## src/rtl/mc_ctrl_pkg.sv

```systemverilog
// Shared types and constants for the multicycle main controller.
// Optional bne support is enabled by defining CTRL_BNE_EN.
package mc_ctrl_pkg;

  typedef enum logic [3:0] {
    StFetch   = 4'd0,
    StDecode  = 4'd1,
    StMemAdr  = 4'd2,
    StMemRd   = 4'd3,
    StMemWb   = 4'd4,
    StMemWr   = 4'd5,
    StRtypeEx = 4'd6,
    StAluWb   = 4'd7,
    StImmEx   = 4'd8,
    StBranch  = 4'd9,
    StJump    = 4'd10
  } state_e;

  localparam logic [5:0] OpRtype = 6'b000000;
  localparam logic [5:0] OpLw    = 6'b100011;
  localparam logic [5:0] OpSw    = 6'b101011;
  localparam logic [5:0] OpBeq   = 6'b000100;
  localparam logic [5:0] OpBne   = 6'b000101;
  localparam logic [5:0] OpJ     = 6'b000010;
  localparam logic [5:0] OpAddi  = 6'b001000;
  localparam logic [5:0] OpAndi  = 6'b001100;
  localparam logic [5:0] OpOri   = 6'b001101;
  localparam logic [5:0] OpXori  = 6'b001110;
  localparam logic [5:0] OpSlti  = 6'b001010;

  localparam logic [2:0] AluAdd  = 3'b000;
  localparam logic [2:0] AluSub  = 3'b001;
  localparam logic [2:0] AluAnd  = 3'b010;
  localparam logic [2:0] AluOr   = 3'b011;
  localparam logic [2:0] AluXor  = 3'b100;
  localparam logic [2:0] AluSlt  = 3'b101;
  localparam logic [2:0] AluFunc = 3'b110;

  localparam logic [1:0] SrcBReg      = 2'b00;
  localparam logic [1:0] SrcBFour     = 2'b01;
  localparam logic [1:0] SrcBImm      = 2'b10;
  localparam logic [1:0] SrcBImmShift = 2'b11;

  localparam logic [1:0] PcSrcBranch = 2'b01;
  localparam logic [1:0] PcSrcJump   = 2'b10;

`ifdef CTRL_BNE_EN
  localparam bit BneEn = 1'b1;
`else
  localparam bit BneEn = 1'b0;
`endif

  typedef struct packed {
    logic       pc_write;
    logic       pc_write_cond;
    logic       branch_ne;
    logic       iord;
    logic       mem_read;
    logic       mem_write;
    logic       ir_write;
    logic       mem_to_reg;
    logic       reg_dst;
    logic       reg_write;
    logic       alu_src_a;
    logic [1:0] alu_src_b;
    logic [1:0] pc_source;
    logic [2:0] alu_op;
  } ctrl_t;

  function automatic logic is_imm_op(input logic [5:0] op);
    return (op == OpAddi) || (op == OpAndi) || (op == OpOri) ||
           (op == OpXori) || (op == OpSlti);
  endfunction

  function automatic logic is_branch_op(input logic [5:0] op);
    return (op == OpBeq) || (BneEn && (op == OpBne));
  endfunction

  function automatic logic op_legal(input logic [5:0] op);
    return (op == OpRtype) || (op == OpLw) || (op == OpSw) || (op == OpJ) ||
           is_branch_op(op) || is_imm_op(op);
  endfunction

  function automatic logic [2:0] imm_alu_op(input logic [5:0] op);
    logic [2:0] aop;
    aop = AluAdd;
    unique case (op)
      OpAndi:  aop = AluAnd;
      OpOri:   aop = AluOr;
      OpXori:  aop = AluXor;
      OpSlti:  aop = AluSlt;
      default: aop = AluAdd;
    endcase
    return aop;
  endfunction

endpackage

```

## src/rtl/mc_ctrl_decode.sv

```systemverilog
// Combinational control-word decoder: state plus latched opcode to datapath enables.
// Honours CTRL_BNE_EN through mc_ctrl_pkg::BneEn.
module mc_ctrl_decode
  import mc_ctrl_pkg::*;
(
  input  state_e      state_i,
  input  logic [5:0]  opcode_i,
  output ctrl_t       ctrl_o
);

  always_comb begin
    ctrl_o = '0;
    unique case (state_i)
      StFetch: begin
        // pc_write/ir_write are qualified with mem_ready in the top
        ctrl_o.mem_read  = 1'b1;
        ctrl_o.ir_write  = 1'b1;
        ctrl_o.pc_write  = 1'b1;
        ctrl_o.alu_src_b = SrcBFour;
        ctrl_o.alu_op    = AluAdd;
      end
      StDecode: begin
        ctrl_o.alu_src_b = SrcBImmShift;
        ctrl_o.alu_op    = AluAdd;
      end
      StMemAdr: begin
        ctrl_o.alu_src_a = 1'b1;
        ctrl_o.alu_src_b = SrcBImm;
        ctrl_o.alu_op    = AluAdd;
      end
      StMemRd: begin
        ctrl_o.iord     = 1'b1;
        ctrl_o.mem_read = 1'b1;
      end
      StMemWb: begin
        ctrl_o.reg_write  = 1'b1;
        ctrl_o.mem_to_reg = 1'b1;
      end
      StMemWr: begin
        ctrl_o.iord      = 1'b1;
        ctrl_o.mem_write = 1'b1;
      end
      StRtypeEx: begin
        ctrl_o.alu_src_a = 1'b1;
        ctrl_o.alu_src_b = SrcBReg;
        ctrl_o.alu_op    = AluFunc;
      end
      StAluWb: begin
        // rd for R-type, rt for immediates
        ctrl_o.reg_write = 1'b1;
        ctrl_o.reg_dst   = (opcode_i == OpRtype);
      end
      StImmEx: begin
        ctrl_o.alu_src_a = 1'b1;
        ctrl_o.alu_src_b = SrcBImm;
        ctrl_o.alu_op    = imm_alu_op(opcode_i);
      end
      StBranch: begin
        ctrl_o.alu_src_a     = 1'b1;
        ctrl_o.alu_src_b     = SrcBReg;
        ctrl_o.alu_op        = AluSub;
        ctrl_o.pc_write_cond = 1'b1;
        ctrl_o.pc_source     = PcSrcBranch;
        ctrl_o.branch_ne     = BneEn && (opcode_i == OpBne);
      end
      StJump: begin
        ctrl_o.pc_write  = 1'b1;
        ctrl_o.pc_source = PcSrcJump;
      end
      default: ctrl_o = '0;
    endcase
  end

endmodule

```

## src/rtl/mc_main_ctrl.sv

```systemverilog
// Multicycle main controller: state register, opcode latch, sequencing and reset gating.
// Define CTRL_BNE_EN to decode bne (000101) as a branch with branch_ne set.
module mc_main_ctrl
  import mc_ctrl_pkg::*;
(
  input  logic       clk,
  input  logic       rst,
  input  logic [5:0] opcode,
  input  logic       mem_ready,
  output logic       pc_write,
  output logic       pc_write_cond,
  output logic       branch_ne,
  output logic       iord,
  output logic       mem_read,
  output logic       mem_write,
  output logic       ir_write,
  output logic       mem_to_reg,
  output logic       reg_dst,
  output logic       reg_write,
  output logic       alu_src_a,
  output logic [1:0] alu_src_b,
  output logic [1:0] pc_source,
  output logic [2:0] alu_op,
  output logic       illegal_op
);

  state_e     state_q, state_d;
  logic [5:0] opcode_q, opcode_d;
  ctrl_t      ctrl_dec;
  ctrl_t      ctrl_out;

  mc_ctrl_decode u_decode (
    .state_i  (state_q),
    .opcode_i (opcode_q),
    .ctrl_o   (ctrl_dec)
  );

  always_comb begin
    state_d  = state_q;
    opcode_d = opcode_q;
    unique case (state_q)
      StFetch: begin
        if (mem_ready) state_d = StDecode;
      end
      StDecode: begin
        opcode_d = opcode;
        if (opcode == OpRtype) begin
          state_d = StRtypeEx;
        end else if ((opcode == OpLw) || (opcode == OpSw)) begin
          state_d = StMemAdr;
        end else if (is_branch_op(opcode)) begin
          state_d = StBranch;
        end else if (opcode == OpJ) begin
          state_d = StJump;
        end else if (is_imm_op(opcode)) begin
          state_d = StImmEx;
        end else begin
          state_d = StFetch;
        end
      end
      StMemAdr:  state_d = (opcode_q == OpSw) ? StMemWr : StMemRd;
      StMemRd:   if (mem_ready) state_d = StMemWb;
      StMemWb:   state_d = StFetch;
      StMemWr:   if (mem_ready) state_d = StFetch;
      StRtypeEx: state_d = StAluWb;
      StImmEx:   state_d = StAluWb;
      StAluWb:   state_d = StFetch;
      StBranch:  state_d = StFetch;
      StJump:    state_d = StFetch;
      default:   state_d = StFetch;
    endcase
  end

  always_ff @(posedge clk) begin
    if (rst) begin
      state_q  <= StFetch;
      opcode_q <= '0;
    end else begin
      state_q  <= state_d;
      opcode_q <= opcode_d;
    end
  end

  // PC and IR only update on the cycle the fetch completes; reset silences everything.
  always_comb begin
    ctrl_out = ctrl_dec;
    if ((state_q == StFetch) && !mem_ready) begin
      ctrl_out.pc_write = 1'b0;
      ctrl_out.ir_write = 1'b0;
    end
    if (rst) ctrl_out = '0;
  end

  assign pc_write      = ctrl_out.pc_write;
  assign pc_write_cond = ctrl_out.pc_write_cond;
  assign branch_ne     = ctrl_out.branch_ne;
  assign iord          = ctrl_out.iord;
  assign mem_read      = ctrl_out.mem_read;
  assign mem_write     = ctrl_out.mem_write;
  assign ir_write      = ctrl_out.ir_write;
  assign mem_to_reg    = ctrl_out.mem_to_reg;
  assign reg_dst       = ctrl_out.reg_dst;
  assign reg_write     = ctrl_out.reg_write;
  assign alu_src_a     = ctrl_out.alu_src_a;
  assign alu_src_b     = ctrl_out.alu_src_b;
  assign pc_source     = ctrl_out.pc_source;
  assign alu_op        = ctrl_out.alu_op;

  assign illegal_op = !rst && (state_q == StDecode) && !op_legal(opcode);

endmodule

```

## config.mk

```make
export PLATFORM = sky130hd
export DESIGN_NAME = mc_main_ctrl
export DESIGN_NICKNAME = d
export VERILOG_FILES = /design/src/rtl/mc_ctrl_pkg.sv /design/src/rtl/mc_ctrl_decode.sv /design/src/rtl/mc_main_ctrl.sv
export SDC_FILE = /design/constraint.sdc
export NUM_CORES = 1
export LEC_CHECK = 0
export CORE_AREA = 2 2 41 43
export CTS_BUF_LIST = sky130_fd_sc_hd__clkbuf_8
export CTS_CLUSTER_DIAMETER = 120
export DETAILED_ROUTE_END_ITERATION = 8
export DIE_AREA = 0 0 43 45
export DONT_BUFFER_PORTS = 1
export PLACE_DENSITY = 0.73
export SYNTH_ARGS = -nofsm -noshare
export SYNTH_HDL_FRONTEND = slang
export SYNTH_SLANG_ARGS = --single-unit
export TNS_END_PERCENT = 20
```

## constraint.sdc

```tcl
create_clock -name clk -period 3.1 [get_ports clk]
set_input_delay 0.465 -clock clk [delete_from_list [all_inputs] [get_ports clk]]
set_output_delay 0.465 -clock clk [all_outputs]
set_load 0.005 [all_outputs]
```

==> reports/metrics.yaml <==
status: "complete, no violations"
final_cells: 134
crit_required_ns: 2.63
seq_area_um2: 200
rows: 14
cp_data_arrival_time_ns: 2.10
grt_pass1_wl_mm: 3.23
powerDensity_mw_per_mm2: 418
path_clk_slew_ns: 0.05
cap_violations: 0
fin_skew_ns: 0.00182
fin_hold_ws_ns: 0.298
grt_start_max_net_pins: 19
synth_fa_ha_area_frac: 0
place_congestion: 0.922
yosys_warnings: 0
syn_area_um2: 850
fmax_mhz: 390
period_needed_ns: 2.56
die_height_um: 45
routed.top_layer: "met4"
synthXorXnorAreaFrac: 0.0103
startpoint: "state_q[0]"
async_flop_share: 0
initialDrtViolationCount: 40
wl_met2_um: 925
synth_top_family_by_area: "simple AND/OR/NAND/NOR gates"
dr.pass1.iters: 4
first_global_vias: 777
synth_edf_count: 0
drive_above_1_share: 0.0593
wl_per_cell_um: 14.8
hp-start: "rst"
critPathMaxFanout: 18
fin_tns_setup_ns: 0
post-route-period-util: 0.827
dieArea_mm2: 0.00194
wl_mm: 1.98
holdCritPathClass: "in -> reg"
yosys.cell_types.count: 42
synth-compound-area-share: 0.249
p_leak_nw: 0.302
clock_latency_ns: 0.23
final_net_count: 128
multi_input_area_um2: 584
io_pins: 28
ant_nets: 0
grt.total_usage: 0.219
htree_levels: 1
synthSimpleGateAreaFrac: 0.412
overflow: 0
yosysSeqAreaShare: 0.236
final_cell_mix: "nand2_1, a21oi_1, dfxtp_1, nor2_1, nor3_1"
wl_met1_um: 885
rsz0062_at_grt: "false"
cts_tree: "done"
hold_violations: 0
finalSetupViolCount: 0
end_kind: "primary output"
synth.avg_cell_area_um2: 6.85
dp.cells: 130
final_common_cell: "nand2_1"
synth-seq-cells: 10
core-area_mm2: 0.00147
vias_per_cell: 6.57
hpwlAfterDp_mm: 1.50
slew_headroom: 0.646
worst-setup-path-type: "reg -> out"
area_delta_synth_final_pct: 2.95
antenna_found_initial: 0
cts_resized: 0
clock-sinks: 10
syn_inst: 124
initial_core_util: 0.577
max-vdd-ir-drop_v: 0.000255
n_antenna_cell: 0
fill_cells: 157
io_buffers: 0
start_kind: "flip-flop"
die_w_um: 43
postCtsHoldBufs: 0
numCtsBuffers: 3
worstMarginPinSlew_ns: 0.530
slew_viol_final: 0
num_vias: 881
root_buffer: "clkbuf_8"
postCtsSetupRepairBufs: 0
synth_nets: 133
synthFlopType: "dfxtp_1"
synth.mux.area_fraction: 0.0118
drcViolationCount: 0
cts_buffer_depth: 2
met3_length_um: 121
rr_startpoint: "state_q[0]"
[final timing paths]
kind                                    end  slack [ns]  cells after the start
worst max-delay path             illegal_op        0.54                      3
worst min-delay path            opcode_q[3]        0.30                      1
worst min register to register  opcode_q[4]        0.46                      2
worst max register to register   state_q[2]        0.96                      3
[area by class of cell]
cell class	count	area share
multi-input cells	100	0.668
well taps	16	0.0229
inverters	4	0.0172
flip-flops and latches	10	0.229
clock buffers	4	0.0629
[flip-flops by register name, indices dropped and copies added, names as in the netlist]
name      cells
state_q       4
opcode_q      6
[critical path: stages (launching register included)]
cell and delay (ns):
dfxtp_1 0.65, or4b_1 0.67, or3_1 0.39, nor2b_1 0.16
[cell families (layout without fill, tap and decap cells)]
group                     count (synthesis)  after routing
other                                     1              1
and+or+nand+nor                          65             65
muxes                                     1              1
AOI/OAI and AO/OA                        32             32
xor gates and xnor gates                  1              1
buffers and inverters                    14              8
DFF                                      10             10
[synthesized netlist by cell type, drive strengths merged, types with 4 or more instances]
cell type	count	share of area
nand2	18	0.080
a21oi	12	0.071
dfxtp	10	0.24
nor2	7	0.031
nor3	7	0.041
buf	6	0.041
nor2b	6	0.044
o21ai	5	0.029
clkbuf	4	0.018
inv	4	0.018
nand2b	4	0.029
nand3b	4	0.035
[per-stage QoR]
stage	setup WS (ns)	cell area, µm²	total power [W]	util
floorplan	1.18	850	0.000204	-
global placement	0.818	820	0.000207	0.557
detailed placement	0.806	820	0.000208	0.557
CTS	0.537	875	0.000368	0.594
global route	0.430	875	0.000385	0.594
finish	0.537	875	0.000366	0.594
[power breakdown]
group,switching (W),internal (W)
registers,0.0000143,0.000137
logic,0.0000302,0.0000250
clock network,0.0000482,0.000111
total,0.0000927,0.000273
[metal layers]
metal	track usage	vias to the layer above
met4	0.103	0
met1	0.276	403
met5	0	-
met3	0.0280	7
met2	0.376	33
li1	-	438
No activity file was read; power rests on OpenSTA's default activity.
